**config.mk**
```make
export PLATFORM = sky130hd
export DESIGN_NAME = pipeline_hazard_ctrl
export DESIGN_NICKNAME = d
export VERILOG_FILES = /design/src/rtl/pipeline_hazard_ctrl.sv
export SDC_FILE = /design/constraint.sdc
export NUM_CORES = 1
export LEC_CHECK = 0
export BUFFER_PORTS_ARGS = -buffer_cell sky130_fd_sc_hd__buf_2
export CAP_MARGIN = 20
export CORE_ASPECT_RATIO = 1.1
export CORE_MARGIN = 8
export CORE_UTILIZATION = 50
export DETAILED_ROUTE_END_ITERATION = 10
export PLACE_DENSITY_LB_ADDON = 0.08
export SLEW_MARGIN = 20
export SYNTH_ARGS = -nofsm -noshare
export SYNTH_HDL_FRONTEND = slang
export SYNTH_SLANG_ARGS = --single-unit
export TNS_END_PERCENT = 100
```
**constraint.sdc**
```tcl
create_clock -name clk -period 2.5 [get_ports clk]
set_input_delay 0.25 -clock clk [delete_from_list [all_inputs] [get_ports clk]]
set_output_delay 0.25 -clock clk [all_outputs]
set_load 0.05 [all_outputs]
```
**src/rtl/pipeline_hazard_ctrl.sv**
```systemverilog
// Stall/flush/forwarding controller for the 5-stage RV32IC pipeline.
// Boot hold, data-memory wait sequencing and saturating stall/flush counters.
module pipeline_hazard_ctrl #(
    parameter int unsigned BOOT_CYCLES = 4,
    parameter int unsigned CNT_W       = 16
) (
    input  logic             clk,
    input  logic             rst,
    input  logic [4:0]       id_rs1,
    input  logic [4:0]       id_rs2,
    input  logic             id_uses_rs1,
    input  logic             id_uses_rs2,
    input  logic [4:0]       ex_rs1,
    input  logic [4:0]       ex_rs2,
    input  logic [4:0]       ex_rd,
    input  logic             ex_mem_read,
    input  logic [4:0]       mem_rd,
    input  logic             mem_reg_write,
    input  logic             mem_mem_read,
    input  logic             mem_mem_write,
    input  logic             mem_branch_taken,
    input  logic             dmem_ready,
    input  logic [4:0]       wb_rd,
    input  logic             wb_reg_write,
    input  logic             imem_ready,
    output logic             pc_en,
    output logic             if_id_en,
    output logic             id_ex_en,
    output logic             ex_mem_en,
    output logic             mem_wb_en,
    output logic             if_id_flush,
    output logic             id_ex_flush,
    output logic             ex_mem_flush,
    output logic [1:0]       fwd_a,
    output logic [1:0]       fwd_b,
    output logic [CNT_W-1:0] stall_cnt,
    output logic [CNT_W-1:0] flush_cnt
);

    typedef enum logic [1:0] {
        BOOT      = 2'd0,
        RUN       = 2'd1,
        DMEM_WAIT = 2'd2
    } state_t;

    localparam logic [7:0] BOOT_LAST = 8'(BOOT_CYCLES - 1);

    state_t     state;
    logic [7:0] boot_cnt;

    logic mem_access;
    logic dmem_stall;
    logic branch;
    logic load_use;

    assign mem_access = mem_mem_read | mem_mem_write;

    // DMEM_WAIT freezes on ~dmem_ready alone; once ready it behaves exactly like RUN
    assign dmem_stall = ((state == RUN) & mem_access & ~dmem_ready) |
                        ((state == DMEM_WAIT) & ~dmem_ready);
    assign branch     = mem_branch_taken;
    assign load_use   = ex_mem_read & (ex_rd != 5'd0) &
                        ((id_uses_rs1 & (ex_rd == id_rs1)) |
                         (id_uses_rs2 & (ex_rd == id_rs2)));

    function automatic logic [1:0] fwd_sel(
        input logic [4:0] rs,
        input logic [4:0] m_rd,
        input logic       m_we,
        input logic [4:0] w_rd,
        input logic       w_we
    );
        if (m_we && (m_rd != 5'd0) && (m_rd == rs))
            return 2'b10;
        else if (w_we && (w_rd != 5'd0) && (w_rd == rs))
            return 2'b01;
        else
            return 2'b00;
    endfunction

    always_comb begin
        pc_en        = 1'b1;
        if_id_en     = 1'b1;
        id_ex_en     = 1'b1;
        ex_mem_en    = 1'b1;
        mem_wb_en    = 1'b1;
        if_id_flush  = 1'b0;
        id_ex_flush  = 1'b0;
        ex_mem_flush = 1'b0;
        fwd_a        = fwd_sel(ex_rs1, mem_rd, mem_reg_write, wb_rd, wb_reg_write);
        fwd_b        = fwd_sel(ex_rs2, mem_rd, mem_reg_write, wb_rd, wb_reg_write);
        if (rst) begin
            pc_en        = 1'b0;
            if_id_en     = 1'b0;
            id_ex_en     = 1'b0;
            ex_mem_en    = 1'b0;
            mem_wb_en    = 1'b0;
            if_id_flush  = 1'b1;
            id_ex_flush  = 1'b1;
            ex_mem_flush = 1'b1;
            fwd_a        = 2'b00;
            fwd_b        = 2'b00;
        end else if (state == BOOT) begin
            pc_en        = 1'b0;
            if_id_flush  = 1'b1;
            id_ex_flush  = 1'b1;
            ex_mem_flush = 1'b1;
        end else if (dmem_stall) begin
            pc_en     = 1'b0;
            if_id_en  = 1'b0;
            id_ex_en  = 1'b0;
            ex_mem_en = 1'b0;
            mem_wb_en = 1'b0;
        end else if (branch) begin
            if_id_flush  = 1'b1;
            id_ex_flush  = 1'b1;
            ex_mem_flush = 1'b1;
        end else if (load_use) begin
            pc_en       = 1'b0;
            if_id_en    = 1'b0;
            id_ex_flush = 1'b1;
        end else if (!imem_ready) begin
            pc_en       = 1'b0;
            if_id_flush = 1'b1;
        end
    end

    always_ff @(posedge clk or posedge rst) begin
        if (rst) begin
            state     <= BOOT;
            boot_cnt  <= '0;
            stall_cnt <= '0;
            flush_cnt <= '0;
        end else begin
            case (state)
                BOOT: begin
                    boot_cnt <= boot_cnt + 8'd1;
                    if (boot_cnt == BOOT_LAST)
                        state <= RUN;
                end
                RUN: begin
                    if (dmem_stall)
                        state <= DMEM_WAIT;
                end
                DMEM_WAIT: begin
                    if (dmem_ready)
                        state <= RUN;
                end
                default: state <= BOOT;
            endcase

            if ((state != BOOT) && !pc_en && (stall_cnt != '1))
                stall_cnt <= stall_cnt + 1'b1;
            if ((state != BOOT) && !dmem_stall && branch && (flush_cnt != '1))
                flush_cnt <= flush_cnt + 1'b1;
        end
    end

endmodule

```
== After elaboration in Yosys (flattened, before gate mapping) ==
Index checks and enable logic that the tools add are counted.
Operators by class
  add/subtract/negate cells: 3
  equality and inequality tests: 14
  muxes and demuxes: 39
  bitwise logic cells: 11
  reductions and logical operators: 19
Operator list (count)
  adder 16 x 1 -> 16 bit, second input constant: 2
  inequality test 16 bit, second input constant: 2
  two-way mux 1 bit: 31
  equality test 5 bit: 6
  nonzero test 5 bit: 3
  two-way mux 2 bit: 7
  logical AND 1 bit: 11
  adder 8 x 1 -> 8 bit, second input constant: 1
  equality test 8 x 2 -> 1 bit, second input constant: 1
  AND 1 bit: 7
  case mux 2 bit (3 select lines): 1
  inequality test 2 bit, second input constant: 2
  OR 1 bit: 3
  AND reduction 3 bit: 1
  equality test 2 x 1 -> 1 bit, second input constant: 1
  equality test 2 bit, second input constant: 1
  zero test 1 bit: 2
  zero test 2 bit: 1
  inequality test 2 x 1 -> 1 bit, second input constant: 1
  nonzero test 2 bit: 1
  inverter 1 bit: 1
Storage, ports and cells
  register bits after elaboration: 42
  bits of input ports: 47
  output and inout port bits: 44
  word-level logic and storage cells: 90

== Logic depth before layout (Yosys ltp) ==
Gate-level depths: netlist (run 1).
  depth after elaboration: 12
  gate-level depth with buffers: 8
  depth with buffers taken out: 6

== Worst setup path before layout (run 1) ==
OpenSTA, ideal clock, no wires.
  path type: input to output
  from: input rst
  to: output fwd_a[0]
  arrival: 3.377 ns
  data required time: 2.250 ns
  slack: -1.127 ns
  stages: 4
  path buffers: 0
  path through: inv_1 > o211ai_1 > or4_1 > nor4_1
On the way
  longest elaborated chain between the ends: 1
RTL lines
  start: declaration: RTL line 8  | input logic rst,
  two-way mux 2 bit: RTL line 92  | if (rst) begin
  end: declaration: RTL line 34  | output logic [1:0] fwd_a,
Every way passes these cells.

== Final worst setup path (run 1) ==
  from: register stall_cnt[6]
  to: register stall_cnt[1]
On the way
  longest elaborated chain between the ends: 2
RTL lines
  start: declaration: RTL line 36  | output logic [CNT_W-1:0] stall_cnt,
  start signal: assignment: RTL line 153  | stall_cnt <= stall_cnt + 1'b1;
  inequality test 16 bit: RTL line 152  | if ((state != BOOT) && !pc_en && (stall_cnt != '1))
  logical AND 1 bit: RTL line 152
Every way passes these cells.
A chain may end at the register's enable or synchronous reset.

==> results of run 1 <==
## critical path, delay by kind of cell, from the launching register on
kind | cells | cell delay (ns)
mux | 1 | 0.33
simple gates | 4 | 0.80
flops | 1 | 0.43
compound gates | 1 | 0.57
## cells in the mapped netlist (2+ instances only)
| library cell | instances |
|---|---|
| sky130_fd_sc_hd__and2_1 | 2 |
| sky130_fd_sc_hd__o21a_1 | 2 |
| sky130_fd_sc_hd__nor4_1 | 4 |
| sky130_fd_sc_hd__buf_4 | 2 |
| sky130_fd_sc_hd__nand2_1 | 24 |
| sky130_fd_sc_hd__and4_1 | 4 |
| sky130_fd_sc_hd__dfrtp_1 | 42 |
| sky130_fd_sc_hd__nand2b_1 | 3 |
| sky130_fd_sc_hd__nand3_1 | 6 |
| sky130_fd_sc_hd__or4_1 | 4 |
| sky130_fd_sc_hd__buf_6 | 2 |
| sky130_fd_sc_hd__nor2_1 | 16 |
| sky130_fd_sc_hd__xnor2_1 | 35 |
| sky130_fd_sc_hd__mux2_2 | 2 |
| sky130_fd_sc_hd__nand4_1 | 10 |
| sky130_fd_sc_hd__nor2_2 | 2 |
| sky130_fd_sc_hd__o22ai_1 | 2 |
| sky130_fd_sc_hd__ha_1 | 3 |
| sky130_fd_sc_hd__and3_1 | 10 |
| sky130_fd_sc_hd__xor2_1 | 32 |
| sky130_fd_sc_hd__nor3_2 | 2 |
| sky130_fd_sc_hd__inv_1 | 3 |
| sky130_fd_sc_hd__nor3_1 | 10 |
| sky130_fd_sc_hd__o21ai_0 | 3 |
| sky130_fd_sc_hd__clkbuf_1 | 2 |
| sky130_fd_sc_hd__nor3b_1 | 5 |
## logic make-up (layout without fill, tap and decap cells)
family                   Yosys count  in the layout
adder cells (fa/ha/maj)            3              3
multiplexers                       3              3
flip-flops                        42             42
AO/OA/AOI/OAI                     17             17
buffers and inverters             11            107
XOR/XNOR                          67             67
AND/OR/NAND/NOR                  104            104
## metrics by stage
stage,std cells,setup WS [ns]
after floorplan,247,0.00113
after global placement,393,0.358
after detailed placement,393,0.286
after CTS,401,0.250
after global routing,401,0.125
final,401,0.251
## power by group through the flow
| stage | clock (W) | sequential (W) | combinational (W) |
|---|---|---|---|
| 2_1_floorplan | 0 | 0.00126 | 0.000523 |
| 3_3_place_gp | 0 | 0.00100 | 0.00103 |
| 3_5_place_dp | 0 | 0.00101 | 0.00104 |
| 4_1_cts | 0.000657 | 0.000999 | 0.00105 |
| 5_1_grt | 0.000680 | 0.00103 | 0.00112 |
| 6_report | 0.000635 | 0.000996 | 0.00103 |
## registers in the layout (all words and copies together), names as in the netlist
name and count:
flush_cnt 16, stall_cnt 16, boot_cnt 8, state 2
## cell usage in the layout, fill, tap and decap left out, drive strengths merged, types with 2 or more instances in the layout
cell type / instances
buf: 96
dfrtp: 42
xnor2: 35
xor2: 32
nand2: 24
nor2: 18
nor3: 12
nand4: 10
and3: 10
nand3: 6
nor3b: 5
clkbuf: 5
and4: 4
or4: 4
o21ai: 4
nor4: 4
nand2b: 3
ha: 3
mux2: 3
o22ai: 2
o21a: 2
and2: 2
inv: 2
bufinv: 2
nor4b: 2
## layer usage
metal / up-vias / global-route usage, %
li1: 1045 / -
met1: 972 / 18.1
met2: 84 / 23.3
met3: 10 / 4.78
met4: 0 / 6.30
met5: - / 0
## final timing paths
path	start	end	slack, ns	cells past startpoint
max in group asynchronous	rst	boot_cnt[1]	1.98	3
setup / recovery	stall_cnt[6]	stall_cnt[1]	0.25	6
hold reg to reg	boot_cnt[7]	boot_cnt[7]	0.48	1
hold / removal	rst	flush_cnt[14]	0.17	3
setup reg to reg	stall_cnt[6]	stall_cnt[1]	0.25	6
min in group clk	dmem_ready	state[1]	0.24	2
## final cells by class
class / count / area [sq um]
fillers: 399 / 1740
multi-input cells: 194 / 1380
flip-flops and latches: 42 / 1050
repair buffers: 96 / 495
well taps: 58 / 72.6
clock buffers: 5 / 68.8
clock inverters: 3 / 68.8
inverters: 3 / 15.0
==> flow_metrics.py, run 1 <==
metrics = {
    "synthesis": {
        "synth-compound-area-share_pct": 5.59,
        "synthesis.nets": 297,
        "synthesis.area_per_instance_sq_um": 10.1,
        "async_reset_ff_share_pct": 100,
        "synth_top_cells_by_area": "sky130_fd_sc_hd__dfrtp_1 42%, sky130_fd_sc_hd__xnor2_1 12%, sky130_fd_sc_hd__xor2_1 11%",
        "synth-edff-count": 0,
        "yosysSeqAreaShare_pct": 42.3,
        "ys_ff_latch": 42,
        "synth_warnings": 0,
        "main_combinational_cell_family_by_area_after_synthesis": "XOR/XNOR gates",
        "synthSimpleGateAreaFrac_pct": 23.0,
        "synth.distinct_cells": 41,
        "share_of_the_synthesized_area_in_the_top_cell_type_pct": 42.3,
        "adder_cell_share_of_the_synthesized_area_pct": 1.51,
        "synthMuxAreaShare_pct": 1.36,
        "post_synth_inst_count": 247,
        "ys_dominant_reg_cell": "sky130_fd_sc_hd__dfrtp_1",
        "synthesis.area_sq_um": 2480,
        "synth_xor_xnor_area_share_pct": 23.6,
        "yosys.area.top_type": "sky130_fd_sc_hd__dfrtp_1",
    },
    "timing": {
        "hold-worst-slack_ns": 0.165,
        "maxSlewHeadroom_pct": 60.9,
        "final.min_clock_period_ns": 2.25,
        "finalHoldViolations": 0,
        "timing.fmax_mhz": 445,
        "setup_total_negative_slack_ns": 0,
        "setup_viol": 0,
        "timing_worst_slew_pin_value_ns": 0.587,
        "unrepaired_setup_endpoints_after_global_routing": "false",
        "final_min_period_over_clock_period_pct": 90.0,
        "clock-skew-final_ns": 0.00708,
        "slew_violations": 0,
    },
    "clock_network": {
        "clock_tree.htree_level_count": 2,
        "cts_buffers": 5,
        "path_clk_slew_ns": 0.08,
        "post-cts-setup-buffer-count": 0,
        "master_cell_of_the_clock_root_buffer": "sky130_fd_sc_hd__clkbuf_8",
        "clock_sink_count": 42,
        "cts_max_path_buffers": 2,
        "cts_resized": 0,
        "cts_tree": "built",
        "hold_buffers": 0,
        "clock_latency_on_the_worst_skew_pair_ns": 0.29,
    },
    "floorplan": {
        "floorplan.io_pins": 91,
        "fp.coreArea_sq_um": 4900,
        "initial_cell_density_of_the_core_pct": 50.7,
        "die_width_um": 83.2,
        "core.rowCount": 27,
        "die_ar_sq_um": 7480,
        "floorplan.die.height_um": 89.9,
    },
    "pwr": {
        "netSwitchingFraction_pct": 40.8,
        "switchingPower_w": 0.00108,
        "power_frac_seq_pct": 37.4,
        "vdd_drop_max_mv": 0.469,
        "p_leak_nw": 1.49,
        "report.power.total_w": 0.00266,
        "power_density_nw_per_um2": 843,
        "clock_power_share_pct": 23.9,
        "power_frac_comb_pct": 38.7,
        "internal_power_w": 0.00158,
    },
    "worst_setup_path": {
        "crit_arrival_ns": 2.42,
        "critical_path_cell_by_cell": "and4_1 > and3_1 > and3_1 > a41o_1 > nor2_2 > mux2_1",
        "worst_path_max_delay_cell": "sky130_fd_sc_hd__a41o_1",
        "crit_path_max_incr_delay_ns": 0.57,
        "crit_fanout": 15,
        "critical_path_class": "register to register",
        "kind_of_launch_point_of_the_worst_setup_path": "register",
        "cp-end-kind": "register",
        "critical_path_required_ns": 2.67,
        "cpMostUsedCell": "sky130_fd_sc_hd__and3_1",
    },
    "global_routing": {
        "grt_overflow_total": 0,
        "grt_pass1_vias": 2283,
        "largest_net_degree_at_the_start_of_global_routing": 43,
        "initial_antenna_violation_count": 0,
        "grt_first_pass_wirelength_mm": 9.62,
        "grt.total_usage_pct": 14.8,
    },
    "drt": {
        "routed_met3_length_um": 429,
        "routed.top_layer": "met4",
        "wire_length_on_met1_mm": 2.56,
        "postRouteAntennaNets": 0,
        "firstDrtPassIters": 4,
        "detail_route.wl_per_cell_um": 13.7,
        "wl_met2_mm": 2.42,
        "detailedRoute.firstIterationViolations": 89,
        "wirelength_mm": 5.50,
        "detail_route.drc_violations": 0,
        "drt-vias-per-instance": 5.26,
        "vias": 2111,
    },
    "place": {
        "port_buffers": 90,
        "dpl-instance-area_sq_um": 3020,
        "post-dp-hpwl_mm": 4.39,
        "routability_congestion": 0.773,
    },
    "layout": {
        "layout.nets": 392,
        "final_core_util_pct": 64.4,
        "area_growth_syn_to_layout_pct": 27.0,
        "final_layout_size_suffix_gt1_share_pct": 33.5,
        "final_design_area_no_fill_sq_um": 3150,
        "antenna_cells_inserted": 0,
    },
    "job": {
        "max-cap-violations": 0,
    },
    "min_path": {
        "hold_path_class": "input pin to async pin",
    },
    "outcome": {
        "outcome": "finished clean",
    },
}
Power figures use the tool's default switching activity.
==> run 2, diff against run 1 <==
==> constraint.sdc (replaced) <==
create_clock -name clk -period 2.5 [get_ports clk]
set_input_delay 0.375 -clock clk [delete_from_list [all_inputs] [get_ports clk]]
set_output_delay 0.375 -clock clk [all_outputs]
set_load 0.05 [all_outputs]
==> run 2 against run 1 <==
  * Critical path depth is the same
  * First-iteration DRC count shrank 48%
  * Combinational power is essentially flat
  * Clock-buffer cell count is the same
  * Sequential share of layout area grew 0.47 points
  * Maximum frequency shrank 2.7%
  * Clock skew shrank 0.0025 ns
  * Sequential cell count is the same
  * Wire length grew 1.5%
  * Largest cell class unchanged
  * Largest power group unchanged
==> flow_metrics.py, run 2 (synthesis results as in run 1) <==
metrics = {
    "place": {
        "pre_cts_ws_ns": 0.197,
        "routability_congestion": 0.818,
        "dpl-instance-area_sq_um": 3030,
        "post-dp-hpwl_mm": 4.42,
        "port_buffers": 90,
    },
    "clock_network": {
        "path_clk_slew_ns": 0.07,
        "clock_tree.htree_level_count": 2,
        "clock_latency_on_the_worst_skew_pair_ns": 0.29,
        "cts_max_path_buffers": 2,
        "cts_resized": 0,
        "clock_sink_count": 42,
        "post-cts-setup-buffer-count": 0,
        "master_cell_of_the_clock_root_buffer": "sky130_fd_sc_hd__clkbuf_8",
        "cts_tree": "built",
        "hold_buffers": 0,
        "cts_buffers": 5,
    },
    "timing": {
        "final.min_clock_period_ns": 2.31,
        "clock-skew-final_ns": 0.00456,
        "fin_ws_ns": 0.188,
        "setup_total_negative_slack_ns": 0,
        "slew_violations": 0,
        "finalHoldViolations": 0,
        "timing.fmax_mhz": 432,
        "setup_viol": 0,
        "final_min_period_over_clock_period_pct": 92.5,
        "timing_worst_slew_pin_value_ns": 0.716,
        "unrepaired_setup_endpoints_after_global_routing": "false",
        "maxSlewHeadroom_pct": 51.7,
    },
    "layout": {
        "largest_registers": "flush_cnt x16, stall_cnt x16, boot_cnt x8",
        "layout.filler_cells": 444,
        "final_layout_size_suffix_gt1_share_pct": 33.8,
        "multiInputGateArea_sq_um": 1400,
        "layout.cells.most_common": "sky130_fd_sc_hd__buf_2",
        "final_core_util_pct": 63.5,
        "area_growth_syn_to_layout_pct": 25.2,
        "layout_common_cells": "90 x sky130_fd_sc_hd__buf_2, 42 x sky130_fd_sc_hd__dfrtp_1, 35 x sky130_fd_sc_hd__xnor2_1",
        "layout.area.seq_sq_um": 1050,
        "final_design_area_no_fill_sq_um": 3110,
        "layout.nets": 390,
        "antenna_cells_inserted": 0,
    },
    "pwr": {
        "report.power.total_w": 0.00245,
        "p_leak_nw": 1.46,
        "switchingPower_w": 0.00108,
        "power_frac_comb_pct": 42.2,
        "power_density_nw_per_um2": 786,
        "vdd_drop_max_mv": 0.791,
        "clock_power_share_pct": 16.7,
        "internal_power_w": 0.00137,
        "netSwitchingFraction_pct": 44.2,
        "power_frac_seq_pct": 41.1,
    },
    "worst_setup_path": {
        "crit_path_max_incr_delay_ns": 0.51,
        "worst_path_max_delay_cell": "sky130_fd_sc_hd__or4_1",
        "reg2reg_to": "stall_cnt[1]",
        "critPathTopFamily": "simple AND/OR/NAND/NOR gates",
        "cpMostUsedCell": "sky130_fd_sc_hd__buf_2",
        "r2r-start": "stall_cnt[6]",
        "startpoint": "mem_rd[1]",
        "critical_path_class": "input pin to output port",
        "critical_path_cell_by_cell": "buf_2 > or4_1 > o21ai_0 > nor3_1 > nor4_4 > buf_2",
        "cp-end-kind": "output port",
        "kind_of_launch_point_of_the_worst_setup_path": "input pin",
        "cp_num_buf_inv": 2,
        "ff2ff_path_depth": 6,
        "crit_arrival_ns": 1.94,
        "ff2ff_setup_slack_ns": 0.29,
        "critical_path_required_ns": 2.12,
        "crit_fanout": 3,
    },
    "floorplan": {
        "initial_cell_density_of_the_core_pct": 50.7,
        "floorplan.die.height_um": 89.9,
        "floorplan.io_pins": 91,
        "die_width_um": 83.2,
        "core.rowCount": 27,
        "die_ar_sq_um": 7480,
        "fp.coreArea_sq_um": 4900,
    },
    "drt": {
        "detailedRoute.firstIterationViolations": 46,
        "detail_route.drc_violations": 0,
        "vias": 2093,
        "wirelength_mm": 5.58,
        "detail_route.wl_per_cell_um": 14.0,
        "postRouteAntennaNets": 0,
        "drt-vias-per-instance": 5.26,
        "firstDrtPassIters": 4,
    },
    "global_routing": {
        "grt_first_pass_wirelength_mm": 9.58,
        "grt_pass1_vias": 2152,
        "initial_antenna_violation_count": 0,
        "grt_overflow_total": 0,
        "grt.total_usage_pct": 14.7,
        "largest_net_degree_at_the_start_of_global_routing": 43,
    },
    "min_path": {
        "hold_path_class": "input pin to async pin",
    },
    "job": {
        "max-cap-violations": 0,
    },
    "outcome": {
        "outcome": "finished clean",
    },
}
run 2: cell types whose count changed in the layout (fill, tap and decap cells not counted):
cell                        delta
sky130_fd_sc_hd__nor3_2        +1
sky130_fd_sc_hd__nor3_1        -1
sky130_fd_sc_hd__clkinv_4      -1
sky130_fd_sc_hd__nor4_1        -2
sky130_fd_sc_hd__o21ai_0       -1
sky130_fd_sc_hd__buf_12        +1
sky130_fd_sc_hd__bufinv_16     -2
sky130_fd_sc_hd__clkinv_2      +2
sky130_fd_sc_hd__buf_4         -3
sky130_fd_sc_hd__o21ai_1       +1
sky130_fd_sc_hd__nor4_2        +2
run 2: routing by layer:
layer,track usage (%),vias up,share of wire [%]
met2,25.2,59,49
met3,5.14,7,6.9
met5,0,-,0
met1,16.9,980,43
met4,3.96,0,0.90
li1,-,1047,-
run 2: power groups by stage:
stage | clock [W] | sequential [W] | combinational [W]
2_1_floorplan | 0 | 0.00126 | 0.000526
3_3_place_gp | 0 | 0.00101 | 0.00103
3_5_place_dp | 0 | 0.00101 | 0.00105
4_1_cts | 0.000420 | 0.00100 | 0.00105
5_1_grt | 0.000443 | 0.00103 | 0.00111
6_report | 0.000409 | 0.00100 | 0.00103
run 2: cell type report:
class                           count  area share [%]
Clock buffer                        5            2.21
Inverter                            3           0.483
Tap cell                           58            2.33
Clock inverter                      2           0.322
Timing Repair Buffer               94            15.8
Sequential cell                    42            33.8
Multi-Input combinational cell    194            45.0
run 2: how the worst max path moves through the flow:
stage | end | slack, ns | cells after the start
final | fwd_a[0] | 0.19 | 6
after detailed placement | pc_en | 0.20 | 6
after floorplan | fwd_a[0] | -0.08 | 4
after CTS | fwd_a[0] | 0.19 | 6
after global routing | fwd_a[0] | 0.10 | 6
after global placement | pc_en | 0.21 | 6
run 2: metrics by stage:
step / hold WS, ns / cells
floorplan: 0.371 / 247
global placement: 0.467 / 391
detailed placement: 0.466 / 391
CTS: 0.332 / 398
global route: 0.375 / 398
finish: 0.307 / 398
run 2: tightest hold or removal path: stages:
cell,delay (ns)
sky130_fd_sc_hd__buf_2,0.15
sky130_fd_sc_hd__clkinvlp_4,0.08
sky130_fd_sc_hd__buf_4,0.44
==> run 3, diff against run 2 <==
Settings changed: CORE_ASPECT_RATIO 1.1 to 0.8, RECOVER_POWER set to 25.
==> run 3 against run 2 <==
  * Via count fell by 1.3%
  * Clock-buffer cell count is 1 higher
  * First-iteration DRC count up 46%
  * Core utilization increased by 0.39 points
  * Clock skew is 0.0034 ns higher
  * Hold slack improved by 0.056 ns
  * Critical path type unchanged
  * Largest cell class unchanged
  * Largest power group unchanged
  * Highest routed layer unchanged
==> flow_metrics.py, run 3 (synthesis results as in run 1) <==
metrics = {
    "outcome": {
        "outcome": "finished clean",
    },
    "timing": {
        "setup_viol": 0,
        "timing_worst_slew_pin_value_ns": 1.03,
        "finalHoldViolations": 0,
        "clock-skew-final_ns": 0.00796,
        "final_min_period_over_clock_period_pct": 92.2,
        "timing.fmax_mhz": 434,
        "maxSlewHeadroom_pct": 31.4,
        "fin_ws_ns": 0.194,
        "slew_violations": 0,
        "final.min_clock_period_ns": 2.31,
        "unrepaired_setup_endpoints_after_global_routing": "false",
    },
    "drt": {
        "detail_route.drc_violations": 0,
        "vias": 2065,
        "firstDrtPassIters": 4,
        "detailedRoute.firstIterationViolations": 67,
        "drt-vias-per-instance": 5.12,
        "wirelength_mm": 5.72,
        "postRouteAntennaNets": 0,
        "detail_route.wl_per_cell_um": 14.2,
    },
    "layout": {
        "layout_common_cells": "89 x sky130_fd_sc_hd__buf_2, 42 x sky130_fd_sc_hd__dfrtp_1, 35 x sky130_fd_sc_hd__xnor2_1",
        "layout.cells.most_common": "sky130_fd_sc_hd__buf_2",
        "antenna_cells_inserted": 0,
        "largest_registers": "flush_cnt x16, stall_cnt x16, boot_cnt x8",
        "layout.nets": 390,
        "final_layout_size_suffix_gt1_share_pct": 33.7,
        "area_growth_syn_to_layout_pct": 25.8,
    },
    "pwr": {
        "report.power.total_w": 0.00250,
        "power_frac_seq_pct": 40.1,
        "power_frac_comb_pct": 41.5,
        "switchingPower_w": 0.00110,
        "vdd_drop_max_mv": 0.685,
        "p_leak_nw": 1.46,
        "netSwitchingFraction_pct": 43.9,
        "clock_power_share_pct": 18.4,
        "internal_power_w": 0.00140,
        "power_density_nw_per_um2": 800,
    },
    "worst_setup_path": {
        "critical_path_class": "input pin to output port",
        "critical_path_required_ns": 2.12,
        "crit_path_max_incr_delay_ns": 0.52,
        "crit_fanout": 3,
        "ff2ff_setup_slack_ns": 0.25,
        "worst_path_max_delay_cell": "sky130_fd_sc_hd__or4_1",
        "critical_path_cell_by_cell": "buf_2 > or4_1 > o21ai_1 > nor2_1 > a211oi_4 > buf_2",
        "crit_arrival_ns": 1.93,
        "cp-end-kind": "output port",
        "kind_of_launch_point_of_the_worst_setup_path": "input pin",
        "cpMostUsedCell": "sky130_fd_sc_hd__buf_2",
    },
    "global_routing": {
        "grt_pass1_vias": 2113,
        "grt_overflow_total": 0,
        "initial_antenna_violation_count": 0,
        "grt_first_pass_wirelength_mm": 9.89,
        "grt.total_usage_pct": 16.1,
        "largest_net_degree_at_the_start_of_global_routing": 43,
    },
    "clock_network": {
        "hold_buffers": 0,
        "post-cts-setup-buffer-count": 0,
        "clock_latency_on_the_worst_skew_pair_ns": 0.29,
        "clock_tree.htree_level_count": 2,
        "path_clk_slew_ns": 0.08,
        "cts_tree": "built",
        "cts_buffers": 5,
        "clock_sink_count": 42,
        "cts_resized": 0,
        "master_cell_of_the_clock_root_buffer": "sky130_fd_sc_hd__clkbuf_8",
        "cts_max_path_buffers": 2,
    },
    "job": {
        "max-cap-violations": 0,
    },
    "floorplan": {
        "initial_cell_density_of_the_core_pct": 50.8,
        "die_ar_sq_um": 7490,
        "floorplan.die.height_um": 79.0,
        "fp.coreArea_sq_um": 4890,
        "core.rowCount": 23,
        "die_width_um": 94.8,
        "floorplan.io_pins": 91,
    },
    "place": {
        "port_buffers": 90,
        "pre_cts_ws_ns": 0.191,
        "routability_congestion": 0.863,
        "post-dp-hpwl_mm": 4.53,
    },
    "min_path": {
        "hold_path_class": "input pin to register",
    },
}
run 3: layout make-up:
class	instances	area [sq um]
tap	62	77.6
multi-input combinational	194	1400
timing repair buffer	94	489
fill	435	1770
inverter	3	12.5
sequential	42	1050
clock buffer	6	82.6
clock inverter	2	12.5
run 3: power by group through the flow:
stage	registers, W	logic, W	clock network, W
finish	0.00100	0.00104	0.000460
global route	0.00103	0.00113	0.000499
CTS	0.00100	0.00105	0.000467
detailed placement	0.00101	0.00104	0
global placement	0.00101	0.00102	0
floorplan	0.00126	0.000526	0
run 3: routing by layer:
layer	routed length (um)	vias up	GRT usage, %
li1	-	1045	-
met1	2520	978	19.6
met2	2820	35	27.7
met3	325	7	4.05
met4	48	0	4.04
met5	0	-	0
run 3: path summary, 6_finish.rpt:
| check | start | to | cells after the start |
|---|---|---|---|
| max in group asynchronous | rst | boot_cnt[4] | 3 |
| setup / recovery | ex_rd[1] | pc_en | 6 |
| hold / removal | dmem_ready | state[1] | 2 |
| hold reg to reg | stall_cnt[11] | stall_cnt[11] | 1 |
| min in group asynchronous | rst | flush_cnt[14] | 3 |
| setup reg to reg | stall_cnt[0] | stall_cnt[1] | 6 |
run 3: worst max-delay path, delay by kind of cell:
| family | cells | cell delay [ns] |
|---|---|---|
| buffers and inverters | 2 | 0.45 |
| AND/OR/NAND/NOR | 2 | 0.62 |
| AO/OA/AOI/OAI | 2 | 0.47 |
run 3: metrics by stage:
step / instance area (sq um) / hold slack (ns) / setup TNS (ns) / utilization [%] / cells
6_report: 3130 / 0.364 / 0 / 63.9 / 403
5_1_grt: 3130 / 0.375 / 0 / 63.9 / 403
4_1_cts: 3130 / 0.338 / 0 / 64.0 / 403
3_5_place_dp: 3040 / 0.472 / 0 / 62.1 / 395
3_3_place_gp: 3040 / 0.470 / 0 / 62.1 / 395
2_1_floorplan: 2520 / 0.371 / -0.0767 / - / 247
